**src/rtl/pong_pt2.sv**
```systemverilog
// Parametrised pong core: VGA raster timing with pixel divider, wall/paddle/ball
// renderer on an RGB_W-bit bus, and a saturating missed-ball counter.
module pong_pt2 #(
    parameter int unsigned H_DISPLAY = 640,
    parameter int unsigned H_FP      = 16,
    parameter int unsigned H_SYNC    = 96,
    parameter int unsigned H_BP      = 48,
    parameter int unsigned V_DISPLAY = 480,
    parameter int unsigned V_FP      = 10,
    parameter int unsigned V_SYNC    = 2,
    parameter int unsigned V_BP      = 33,
    parameter int unsigned TICK_DIV  = 2,
    parameter bit          SYNC_POL  = 1'b0,
    parameter int unsigned RGB_W     = 3,
    parameter int unsigned WALL_XL   = 32,
    parameter int unsigned WALL_XR   = 35,
    parameter int unsigned PAD_XL    = 600,
    parameter int unsigned PAD_XR    = 603,
    parameter int unsigned PAD_H     = 72,
    parameter int unsigned PAD_V     = 4,
    parameter int unsigned BALL_SIZE = 8,
    parameter int unsigned BALL_V    = 2,
    parameter logic [RGB_W-1:0] WALL_RGB = RGB_W'(1),
    parameter logic [RGB_W-1:0] PAD_RGB  = RGB_W'(2),
    parameter logic [RGB_W-1:0] BALL_RGB = RGB_W'(4)
) (
    input  logic clk,
    input  logic reset,
    input  logic enable,
    input  logic up,
    input  logic down,
    output logic p_tick,
    output logic hsync,
    output logic vsync,
    output logic video_on,
    output logic [RGB_W-1:0] rgb,
    output logic [$clog2(H_DISPLAY+H_FP+H_SYNC+H_BP)-1:0] pixel_x,
    output logic [$clog2(V_DISPLAY+V_FP+V_SYNC+V_BP)-1:0] pixel_y,
    output logic frame_tick,
    output logic [3:0] miss_cnt
);

    localparam int unsigned H_TOTAL = H_DISPLAY + H_FP + H_SYNC + H_BP;
    localparam int unsigned V_TOTAL = V_DISPLAY + V_FP + V_SYNC + V_BP;
    localparam int unsigned XW      = $clog2(H_TOTAL);
    localparam int unsigned YW      = $clog2(V_TOTAL);
    localparam int unsigned TW      = (TICK_DIV > 1) ? $clog2(TICK_DIV) : 1;
    localparam int unsigned HS_BEG  = H_DISPLAY + H_FP;
    localparam int unsigned HS_END  = H_DISPLAY + H_FP + H_SYNC - 1;
    localparam int unsigned VS_BEG  = V_DISPLAY + V_FP;
    localparam int unsigned VS_END  = V_DISPLAY + V_FP + V_SYNC - 1;
    localparam int unsigned BX0     = (H_DISPLAY - BALL_SIZE) / 2;
    localparam int unsigned BY0     = (V_DISPLAY - BALL_SIZE) / 2;
    localparam int unsigned PAD_Y0  = (V_DISPLAY - PAD_H) / 2;
    localparam int unsigned PAD_MAX = V_DISPLAY - PAD_H;
    localparam int unsigned MISS_X  = H_DISPLAY - BALL_SIZE - BALL_V;
    localparam int unsigned BOT_Y   = V_DISPLAY - BALL_SIZE - BALL_V;
    localparam int unsigned WALL_X  = WALL_XR + 1 + BALL_V;

    logic [TW-1:0]    tick_q, tick_d;
    logic [XW-1:0]    h_q, h_d;
    logic [YW-1:0]    v_q, v_d;
    logic             hs_q, hs_d, vs_q, vs_d, von_q, von_d;
    logic [RGB_W-1:0] rgb_q, rgb_d;
    logic [YW-1:0]    pad_q, pad_d;
    logic [XW-1:0]    bx_q, bx_d;
    logic [YW-1:0]    by_q, by_d;
    logic             dx_q, dx_d, dy_q, dy_d;
    logic [3:0]       miss_q, miss_d;

    logic [31:0] h32, v32, pad32, bx32, by32;
    logic        tick_last, h_last, v_last, p_tick_c, frame_c;
    logic        vis, on_wall, on_pad, on_ball, hit;

    // Next-state: divider, raster counters, output register and per-frame game update
    always_comb begin
        h32       = 32'(h_q);
        v32       = 32'(v_q);
        pad32     = 32'(pad_q);
        bx32      = 32'(bx_q);
        by32      = 32'(by_q);
        tick_last = (32'(tick_q) == TICK_DIV - 1);
        h_last    = (h32 == H_TOTAL - 1);
        v_last    = (v32 == V_TOTAL - 1);
        p_tick_c  = enable && !reset && tick_last;
        frame_c   = p_tick_c && h_last && (v32 == V_DISPLAY - 1);
        vis       = (h32 < H_DISPLAY) && (v32 < V_DISPLAY);
        on_wall   = (h32 >= WALL_XL) && (h32 <= WALL_XR);
        on_pad    = (h32 >= PAD_XL) && (h32 <= PAD_XR) &&
                    (v32 >= pad32) && (v32 <= pad32 + PAD_H - 1);
        on_ball   = (h32 >= bx32) && (h32 <= bx32 + BALL_SIZE - 1) &&
                    (v32 >= by32) && (v32 <= by32 + BALL_SIZE - 1);
        hit       = 1'b0;

        tick_d = tick_q;
        h_d    = h_q;
        v_d    = v_q;
        hs_d   = hs_q;
        vs_d   = vs_q;
        von_d  = von_q;
        rgb_d  = rgb_q;
        pad_d  = pad_q;
        bx_d   = bx_q;
        by_d   = by_q;
        dx_d   = dx_q;
        dy_d   = dy_q;
        miss_d = miss_q;

        if (enable) begin
            tick_d = tick_last ? '0 : tick_q + TW'(1);
        end

        if (p_tick_c) begin
            h_d = h_last ? '0 : h_q + XW'(1);
            if (h_last) begin
                v_d = v_last ? '0 : v_q + YW'(1);
            end
            hs_d  = ((h32 >= HS_BEG) && (h32 <= HS_END)) ? SYNC_POL : !SYNC_POL;
            vs_d  = ((v32 >= VS_BEG) && (v32 <= VS_END)) ? SYNC_POL : !SYNC_POL;
            von_d = vis;
            if (!vis)        rgb_d = '0;
            else if (on_wall) rgb_d = WALL_RGB;
            else if (on_pad)  rgb_d = PAD_RGB;
            else if (on_ball) rgb_d = BALL_RGB;
            else              rgb_d = '0;
        end

        // Game state moves once per frame; the ball sees the paddle before it moves
        if (frame_c) begin
            if (up && !down) begin
                pad_d = YW'((pad32 > PAD_V) ? pad32 - PAD_V : 32'd0);
            end else if (down && !up) begin
                pad_d = YW'((pad32 + PAD_V > PAD_MAX) ? PAD_MAX : pad32 + PAD_V);
            end

            if (bx32 >= MISS_X) begin
                bx_d   = XW'(BX0);
                by_d   = YW'(BY0);
                dx_d   = 1'b1;
                dy_d   = 1'b1;
                miss_d = (miss_q == 4'd15) ? miss_q : miss_q + 4'd1;
            end else begin
                if (by32 <= BALL_V) dy_d = 1'b1;
                if (by32 >= BOT_Y)  dy_d = 1'b0;
                if (bx32 <= WALL_X) dx_d = 1'b1;
                hit = dx_d &&
                      (bx32 + BALL_SIZE >= PAD_XL) && (bx32 + BALL_SIZE <= PAD_XL + BALL_V) &&
                      (by32 <= pad32 + PAD_H - 1) && (by32 + BALL_SIZE - 1 >= pad32);
                if (hit) dx_d = 1'b0;
                bx_d = XW'(dx_d ? bx32 + BALL_V : bx32 - BALL_V);
                by_d = YW'(dy_d ? by32 + BALL_V : by32 - BALL_V);
            end
        end
    end

    always_ff @(posedge clk) begin
        if (reset) begin
            tick_q <= '0;
            h_q    <= '0;
            v_q    <= '0;
            hs_q   <= !SYNC_POL;
            vs_q   <= !SYNC_POL;
            von_q  <= 1'b0;
            rgb_q  <= '0;
            pad_q  <= YW'(PAD_Y0);
            bx_q   <= XW'(BX0);
            by_q   <= YW'(BY0);
            dx_q   <= 1'b1;
            dy_q   <= 1'b1;
            miss_q <= '0;
        end else begin
            tick_q <= tick_d;
            h_q    <= h_d;
            v_q    <= v_d;
            hs_q   <= hs_d;
            vs_q   <= vs_d;
            von_q  <= von_d;
            rgb_q  <= rgb_d;
            pad_q  <= pad_d;
            bx_q   <= bx_d;
            by_q   <= by_d;
            dx_q   <= dx_d;
            dy_q   <= dy_d;
            miss_q <= miss_d;
        end
    end

    assign p_tick     = p_tick_c;
    assign frame_tick = frame_c;
    assign hsync      = hs_q;
    assign vsync      = vs_q;
    assign video_on   = von_q;
    assign rgb        = rgb_q;
    assign pixel_x    = h_q;
    assign pixel_y    = v_q;
    assign miss_cnt   = miss_q;

endmodule

```
**config.mk**
```make
export PLATFORM = sky130hd
export DESIGN_NAME = pong_pt2
export DESIGN_NICKNAME = d
export VERILOG_FILES = /design/src/rtl/pong_pt2.sv
export SDC_FILE = /design/constraint.sdc
export NUM_CORES = 1
export LEC_CHECK = 0
export CORE_ASPECT_RATIO = 0.75
export CORE_MARGIN = 8
export CORE_UTILIZATION = 35
export CTS_CLUSTER_DIAMETER = 200
export DETAILED_ROUTE_END_ITERATION = 8
export HOLD_SLACK_MARGIN = 0.08
export PLACE_DENSITY = 0.59
export SYNTH_ARGS = -nofsm -noshare
export SYNTH_HDL_FRONTEND = slang
export SYNTH_SLANG_ARGS = --single-unit
```
**constraint.sdc**
```tcl
create_clock -name clk -period 13.1 [get_ports clk]
set_input_delay 2.62 -clock clk [delete_from_list [all_inputs] [get_ports clk]]
set_output_delay 2.62 -clock clk [all_outputs]
set_load 0.01 [all_outputs]
```
==> flow_summary_export.csv, run 1 <==
group,metric,value,unit
outcome,outcome,"finished, final reports clean",
setup_path,path_max_fanout,24,
clocking,clk_latency,0.33,ns
yosys,ys_async_sr_fraction,0,%
detailed_routing,drc,0,
floorplanning,num_rows,41,
cells_and_area,n_antenna_cell,0,
floorplanning,die_x,167,microns
grt,overflow,0,
yosys,synth_top_area_share,20.1,%
clocking,ctsHoldBuffers,0,
clocking,cts_resized,0,
sta,finalSetupViolations,0,
grt,grt_pass1_vias,4836,
grt,antenna_found_initial,1,
cells_and_area,fin_nets,853,
setup_path,cp.required,10.48,ns
yosys,ys.flop_type,"dfxtp_1",
yosys,yosys-top-cells-area,"ha_1 20%, dfxtp_1 20%, xnor2_1 6.5%",
floorplanning,io_pins,37,
place,io_buffer_count,36,
grt,grt_pass1_wl,26600,microns
grt,grt_max_degree,33,
sta,maxClockFrequency,131,MHz
yosys,ys_seq_elements,59,
setup_path,critPathLaunchType,"input pin",
sta,fin_tns_setup,0,ns
detailed_routing,wirelength,16100,microns
clocking,cts_buffers,9,
clocking,clockBufferDepth,2,
grt,met2_usage,20.3,%
setup_path,critPathCaptureType,"output port",
clocking,cts_tree,"done",
yosys,ys_top_cells_by_count,"96 x ha_1, 59 x dfxtp_1, 58 x nor2_1",
power_and_ir_drop,leakagePower,2.90,nW
yosys,synth.distinct_cells,82,
yosys,synth_fp_nets,835,
yosys,synth_warnings,0,
floorplanning,die-area,21500,sq um
detailed_routing,drtPass1Iterations,5,
cells_and_area,drive_above_1_share,5.69,%
place,place_congestion,0.853,
setup_path,crit_type,"in2out",
sta,hold_viol_final,0,
cells_and_area,area_growth_syn_to_layout,13.9,%
yosys,synth_area_leader_cell,"ha_1",
sta,tightest_slew,0.860,ns
grt,grt_busiest_layer,"met1",
clocking,htree_levels,3,
floorplanning,dieHeight,129,microns
cells_and_area,fill_cells,1707,
yosys,syn_avg_cell_area,8.14,sq um
place,dp_hpwl,12100,microns
sta,rsz0062_at_grt,"no",
clocking,ctsRootBufferMaster,"clkbuf_16",
power_and_ir_drop,ir_drop,50.7,uV
grt,grtUsageMet1,23.4,%
sta,period_needed,7.65,ns
power_and_ir_drop,power_density,72.2,nW/um^2
yosys,synth_cells,733,
yosys,synth_area,5960,sq um
detailed_routing,dr_total_vias,5246,
clocking,cts_sinks,59,
cells_and_area,regArea,1180,sq um
job,drv_cap,0,
sta,slew_violations,0,
yosys,synth_edf_count,0,
detailed_routing,drtIter0Drc,520,
grt,grt.met3_usage,3.68,%
yosys,yosysSeqAreaShare,19.8,%
setup_path,arrival,5.03,ns
clocking,post_cts_buffers,0,
floorplanning,core,16800,sq um
clocking,clkSlewWorstSetupHoldPaths,0.06,ns
floorplanning,start_util,35.6,%
hold_path,hold_path_class,"reg2reg",
grt,grtUsageTotal,15.3,%
detailed_routing,wl_per_cell,16.6,microns
cells_and_area,multi_input_area,4410,sq um
detailed_routing,routed_via_density,5.40,
sta,slew_headroom,42.4,%
sta,min_period_over_period,58.4,%
cells_and_area,final_util,40.5,%
yosys,synth.most_common_cell,"ha_1",
sta,finalClockSkew,0.00943,ns
detailed_routing,ant_nets,0,
[power breakdown]
part | switching, W | internal, W
registers | 0.00000165 | 0.000181
clock network | 0.0000880 | 0.000201
logic | 0.0000123 | 0.00000692
total | 0.000102 | 0.000389
[worst paths after layout]
path	to	from	slack, ns	depth (start not counted)
worst max register to register	bx_q[9]	by_q[1]	7.77	18
worst min-delay path	video_on	video_on	0.45	2
worst min register to register	video_on	video_on	0.45	2
worst max-delay path	frame_tick	reset	5.45	6
[registers in the layout, indices dropped and copies added (netlist names)]
signal     cells
dy_q           1
rgb            3
pixel_y       10
by_q           9
miss_cnt       4
tick_last      1
bx_q           9
hsync          1
pad_q          8
vsync          1
dx_q           1
pixel_x       10
video_on       1
[kinds of logic (layout without fill, tap and decap cells)]
| family | after synthesis | count (layout) | synth area share (%) |
|---|---|---|---|
| simple gates | 240 | 240 | 21.2 |
| fa+ha+maj | 98 | 98 | 20.6 |
| buf+inv | 84 | 107 | 6.29 |
| compound gates | 188 | 188 | 22.3 |
| mux | 4 | 4 | 0.755 |
| flops | 59 | 59 | 19.8 |
| xor+xnor | 60 | 60 | 8.94 |
[cell usage in the layout, fill, tap and decap left out, types with 20 or more instances in the layout]
master / count
nand2_1: 55
inv_1: 49
dfxtp_1: 59
clkdlybuf4s50_1: 36
ha_1: 96
xnor2_1: 44
nand4_1: 21
nand3_1: 20
o21ai_0: 39
nor2_1: 58
a21oi_1: 50
[layout make-up]
cell class,instances,area share [%]
Multi-Input combinational cell,590,64.9
Sequential cell,59,17.4
Inverter,53,2.93
Tap cell,215,3.96
Clock buffer,12,3.92
Clock inverter,4,1.40
Timing Repair Buffer,38,5.52
[metal layers]
metal	vias to the layer above	wire length [microns]
li1	2710	-
met1	2381	8940
met2	145	5950
met3	10	1100
met4	0	140
met5	-	0
[stage by stage]
stage	power [W]	area, sq um	worst slack [ns]	hold slack, ns	cells
2_1_floorplan	0.000198	5960	7.12	0.443	733
3_3_place_gp	0.000205	6430	5.47	0.437	955
3_5_place_dp	0.000205	6430	5.46	0.443	955
4_1_cts	0.000498	6790	5.44	0.452	971
5_1_grt	0.000506	6790	5.30	0.479	971
6_report	0.000491	6790	5.45	0.452	971
[critical path: stages]
cell	delay, ns
clkdlybuf4s50_1	0.40
buf_4	0.23
and3b_1	0.52
and4_1	0.47
and4_1	0.23
clkdlybuf4s50_1	0.54
No activity file was read; power rests on OpenSTA's default activity.
==> run 2: changes to the inputs <==
==> constraint.sdc (replaced) <==
create_clock -name clk -period 7.45 [get_ports clk]
set_input_delay 1.49 -clock clk [delete_from_list [all_inputs] [get_ports clk]]
set_output_delay 1.49 -clock clk [all_outputs]
set_load 0.01 [all_outputs]
==> run 2 against run 1 <==
Effect of this change: die area is the same; critical endpoint unchanged; clock-buffer cell count is the same; wire length grew 1.8%; register-to-register slack lost 5.5 ns; largest cell class unchanged; worst setup slack lost 3.4 ns; non-clock buffer count is the same; sequential power grew 76%.
==> flow_summary_export.csv, run 2 (synthesis gave the netlist of run 1 again) <==
group,metric,value,unit
power_and_ir_drop,leakagePower,2.88,nW
sta,finalSetupViolations,0,
hold_path,hold_path_class,"reg2reg",
setup_path,arrival,3.93,ns
cells_and_area,area_growth_syn_to_layout,13.4,%
clocking,post_cts_buffers,0,
grt,grtUsageTotal,15.5,%
cells_and_area,multi_input_area,4410,sq um
clocking,ctsHoldBuffers,0,
cells_and_area,fin_nets,853,
setup_path,critPathLaunch,"reset",
power_and_ir_drop,ir_drop,108,uV
setup_path,r2r-end,"bx_q[9]",
clocking,ctsRootBufferMaster,"clkbuf_16",
cells_and_area,drive_above_1_share,5.56,%
clocking,clk_latency,0.34,ns
setup_path,ff2ff_setup_slack,2.23,ns
cells_and_area,fill_cells,1706,
place,dp.cells,955,
detailed_routing,drtIter0Drc,403,
sta,period_needed,5.42,ns
detailed_routing,ant_nets,0,
place,dp_hpwl,12400,microns
setup_path,critPathLaunchType,"input pin",
sta,min_period_over_period,72.7,%
setup_path,rr_worst_depth,18,
hold_path,whs_path_depth,2,
clocking,cts_buffers,9,
setup_path,critPathCaptureType,"output port",
clocking,clockBufferDepth,2,
place,io_buffer_count,36,
detailed_routing,drtPass1Iterations,4,
detailed_routing,wl_per_cell,16.9,microns
floorplanning,dieHeight,129,microns
place,place_congestion,0.861,
setup_path,critical_path.top_delay_family,"simple AND/OR/NAND/NOR gates",
hold_path,min_delay_worst_endpoint,"video_on",
grt,grt_pass1_vias,4955,
floorplanning,die-area,21500,sq um
floorplanning,num_rows,41,
detailed_routing,drc,0,
cells_and_area,regArea,1180,sq um
floorplanning,core,16800,sq um
sta,fin_tns_setup,0,ns
cells_and_area,n_antenna_cell,0,
detailed_routing,dr_total_vias,5387,
cells_and_area,finalNonFillerCells,971,
setup_path,cp.required,5.96,ns
sta,slew_violations,0,
setup_path,cp_num_buf_inv,3,
grt,overflow,0,
sta,hold_viol_final,0,
power_and_ir_drop,power_density,121,nW/um^2
detailed_routing,routed_via_density,5.55,
setup_path,cp_slowest_cell,"and3b_1",
setup_path,path_max_fanout,24,
outcome,outcome,"finished, final reports clean",
floorplanning,die_x,167,microns
grt,grt_max_degree,25,
setup_path,r2r_start,"by_q[1]",
detailed_routing,wirelength,16400,microns
job,drv_cap,0,
clocking,cts_sinks,59,
sta,slew_headroom,37.4,%
cells_and_area,final_common_cell,"ha_1",
setup_path,cpPeakStageDelay,0.54,ns
sta,tightest_slew,0.936,ns
floorplanning,io_pins,37,
sta,maxClockFrequency,185,MHz
grt,antenna_found_initial,0,
grt,grt_pass1_wl,27100,microns
clocking,cts_resized,0,
clocking,htree_levels,3,
setup_path,crit_type,"in2out",
sta,rsz0062_at_grt,"no",
power_and_ir_drop,finalPower,0.000821,W
clocking,cts_tree,"done",
cells_and_area,layout_common_cells,"96 x ha_1, 59 x dfxtp_1, 58 x nor2_1",
hold_path,hp-start,"video_on",
floorplanning,start_util,35.6,%
clocking,clkSlewWorstSetupHoldPaths,0.05,ns
setup_path,path_cells,"clkdlybuf4s50_1, buf_4, and3b_1, and4_1, and4_1, clkdlybuf4s50_1",
sta,finalClockSkew,0.00808,ns
run 2: area by class of cell:
| type | count | area share (%) |
|---|---|---|
| well taps | 215 | 3.98 |
| multi-input cells | 590 | 65.2 |
| inverters | 53 | 2.94 |
| flip-flops and latches | 59 | 17.5 |
| repair buffers | 38 | 5.55 |
| clock buffers | 12 | 3.79 |
| clock inverters | 4 | 1.07 |
run 2: worst max-delay path by stage:
stage	to	slack, ns	cells past startpoint
CTS	frame_tick	2.05	6
floorplan	bx_q[9]	2.83	19
global route	bx_q[9]	1.81	19
global placement	frame_tick	2.09	6
finish	frame_tick	2.03	6
detailed placement	frame_tick	2.05	6
run 2: per-layer routing:
| layer | vias to the layer above | wire (microns) | track usage [%] |
|---|---|---|---|
| met5 | - | 0 | 0 |
| li1 | 2714 | - | - |
| met1 | 2519 | 9150 | 23.5 |
| met2 | 141 | 6180 | 21.1 |
| met3 | 13 | 931 | 3.65 |
| met4 | 0 | 170 | 4.49 |
run 2: tightest hold or removal path, cell delays in order, from the launching register on:
cell and delay [ns]:
dfxtp_1 0.31, nand2_1 0.05, nand2_1 0.04
run 2: metrics by stage:
step	hold WS, ns	worst slack [ns]	area, sq um	util (%)
floorplan	0.443	2.83	5960	-
global route	0.488	1.81	6760	40.3
finish	0.443	2.03	6760	40.3
CTS	0.444	2.05	6760	40.3
detailed placement	0.435	2.05	6430	38.3
global placement	0.432	2.09	6430	38.3
run 2: where the power goes:
group	leakage [nW]	switching [W]	internal, W
Clock	0.159	0.000156	0.000311
Combinational	2.24	0.0000216	0.0000122
Sequential	0.476	0.00000307	0.000318
==> run 3: changes to the inputs <==
--- a/config.mk
+++ b/config.mk
@@ -11,7 +11,7 @@
 export CTS_CLUSTER_DIAMETER = 200
 export DETAILED_ROUTE_END_ITERATION = 8
 export HOLD_SLACK_MARGIN = 0.08
-export PLACE_DENSITY = 0.59
+export PLACE_DENSITY = 0.61
 export SYNTH_ARGS = -nofsm -noshare
 export SYNTH_HDL_FRONTEND = slang
 export SYNTH_SLANG_ARGS = --single-unit
==> constraint.sdc (replaced) <==
create_clock -name clk -period 4.53 [get_ports clk]
set_input_delay 0.906 -clock clk [delete_from_list [all_inputs] [get_ports clk]]
set_output_delay 0.906 -clock clk [all_outputs]
set_load 0.01 [all_outputs]
==> run 3 against run 2 <==
Effect of this change: wire length is 0.57% higher; final area increased by 2.9%; clock-buffer cell count decreased by 3; largest power group unchanged; worst hold slack got worse by 0.0011 ns.
==> flow_summary_export.csv, run 3 (synthesis gave the netlist of run 1 again) <==
group,metric,value,unit
cells_and_area,multi_input_area,4440,sq um
clocking,cts_sinks,59,
grt,grt_pass1_wl,27100,microns
sta,fin_tns_setup,0,ns
setup_path,critPathLaunchType,"register",
sta,rsz0062_at_grt,"no",
clocking,clkSlewWorstSetupHoldPaths,0.06,ns
setup_path,crit_type,"reg2reg",
detailed_routing,drtPass1Iterations,5,
clocking,cts_tree,"done",
detailed_routing,routed_via_density,5.50,
grt,grtUsageTotal,15.6,%
floorplanning,io_pins,37,
job,drv_cap,0,
cells_and_area,fill_cells,1660,
clocking,htree_levels,3,
detailed_routing,drtIter0Drc,401,
outcome,outcome,"finished, final reports clean",
sta,hold_viol_final,0,
setup_path,cp.required,4.81,ns
cells_and_area,area_growth_syn_to_layout,16.7,%
clocking,clk_latency,0.34,ns
power_and_ir_drop,leakagePower,3.00,nW
grt,grt_max_degree,33,
clocking,clockBufferDepth,2,
detailed_routing,wl_per_cell,16.6,microns
sta,slew_headroom,45.3,%
hold_path,hold_path_class,"reg2reg",
sta,setup_ws,0.254,ns
cells_and_area,final_util,41.5,%
detailed_routing,wirelength,16500,microns
setup_path,critPathCaptureType,"register",
place,dp_hpwl,12600,microns
floorplanning,dieHeight,129,microns
cells_and_area,layout_common_cells,"96 x ha_1, 59 x dfxtp_1, 58 x nor2_1",
sta,period_needed,4.28,ns
sta,tightest_slew,0.812,ns
setup_path,arrival,4.56,ns
place,io_buffer_count,36,
grt,antenna_found_initial,0,
grt,overflow,0,
cells_and_area,fin_nets,879,
place,place_congestion,0.884,
grt,grt_pass1_vias,5046,
cells_and_area,n_antenna_cell,0,
clocking,ctsHoldBuffers,0,
clocking,post_cts_buffers,0,
sta,min_period_over_period,94.4,%
sta,finalSetupViolations,0,
cells_and_area,final_common_cell,"ha_1",
floorplanning,core,16800,sq um
cells_and_area,regArea,1180,sq um
clocking,cts_buffers,9,
floorplanning,start_util,35.6,%
clocking,ctsRootBufferMaster,"clkbuf_16",
sta,finalClockSkew,0.00657,ns
clocking,cts_resized,0,
place,dp_slack,0.116,ns
power_and_ir_drop,power_density,185,nW/um^2
floorplanning,die_x,167,microns
floorplanning,num_rows,41,
floorplanning,die-area,21500,sq um
cells_and_area,drive_above_1_share,9.21,%
setup_path,path_max_fanout,9,
sta,maxClockFrequency,234,MHz
detailed_routing,ant_nets,0,
sta,slew_violations,0,
detailed_routing,dr_total_vias,5480,
detailed_routing,drc,0,
power_and_ir_drop,ir_drop,137,uV
-- run 3: report_power, final --
part	total [W]	leakage, nW	switching [W]	internal [W]
registers	0.000527	0.476	0.00000482	0.000523
clock network	0.000706	0.146	0.000277	0.000429
logic	0.0000561	2.38	0.0000356	0.0000205
total	0.00129	3.00	0.000317	0.000972
-- run 3: layout make-up --
type | instances | share of cell area [%]
multi-input cells | 590 | 63.8
flip-flops and latches | 59 | 17.0
repair buffers | 64 | 8.20
well taps | 215 | 3.87
clock buffers | 9 | 3.24
inverters | 53 | 2.86
clock inverters | 7 | 1.11
-- run 3: critical path, stage by stage, from the launching register on --
cell,delay [ns]
dfxtp_1,0.31
buf_4,0.16
nor2_2,0.24
nor3_4,0.10
and3_1,0.20
xnor2_1,0.24
ha_1,0.29
o21ai_0,0.17
nor2_1,0.08
a311oi_4,0.30
a2111oi_4,0.12
a2bb2oi_4,0.18
fa_1,0.40
a21o_1,0.17
a21oi_1,0.22
o21bai_1,0.15
a2111oi_4,0.38
o211ai_1,0.15
mux2_4,0.29
nand4_2,0.08
-- run 3: path summary, 6_finish.rpt --
path	from	endpoint	slack [ns]	cells after the start
setup / recovery	by_q[1]	bx_q[9]	0.25	19
hold / removal	video_on	video_on	0.44	2
hold reg to reg	video_on	video_on	0.44	2
setup reg to reg	by_q[1]	bx_q[9]	0.25	19
-- run 3: through the flow --
stage / hold WS [ns] / cells / instance area, sq um / power, W
after floorplan: 0.443 / 733 / 5970 / 0.000573
after global routing: 0.475 / 997 / 6960 / 0.00133
after CTS: 0.444 / 997 / 6940 / 0.00130
after global placement: 0.434 / 981 / 6630 / 0.000594
after detailed placement: 0.436 / 981 / 6630 / 0.000594
final: 0.442 / 997 / 6960 / 0.00129
-- run 3: routing by layer --
metal	GRT usage (%)	routed length [microns]	up-vias
li1	-	-	2762
met1	23.3	8820	2545
met2	21.3	6330	155
met3	3.71	1140	18
met4	4.65	227	0
met5	0	0	-
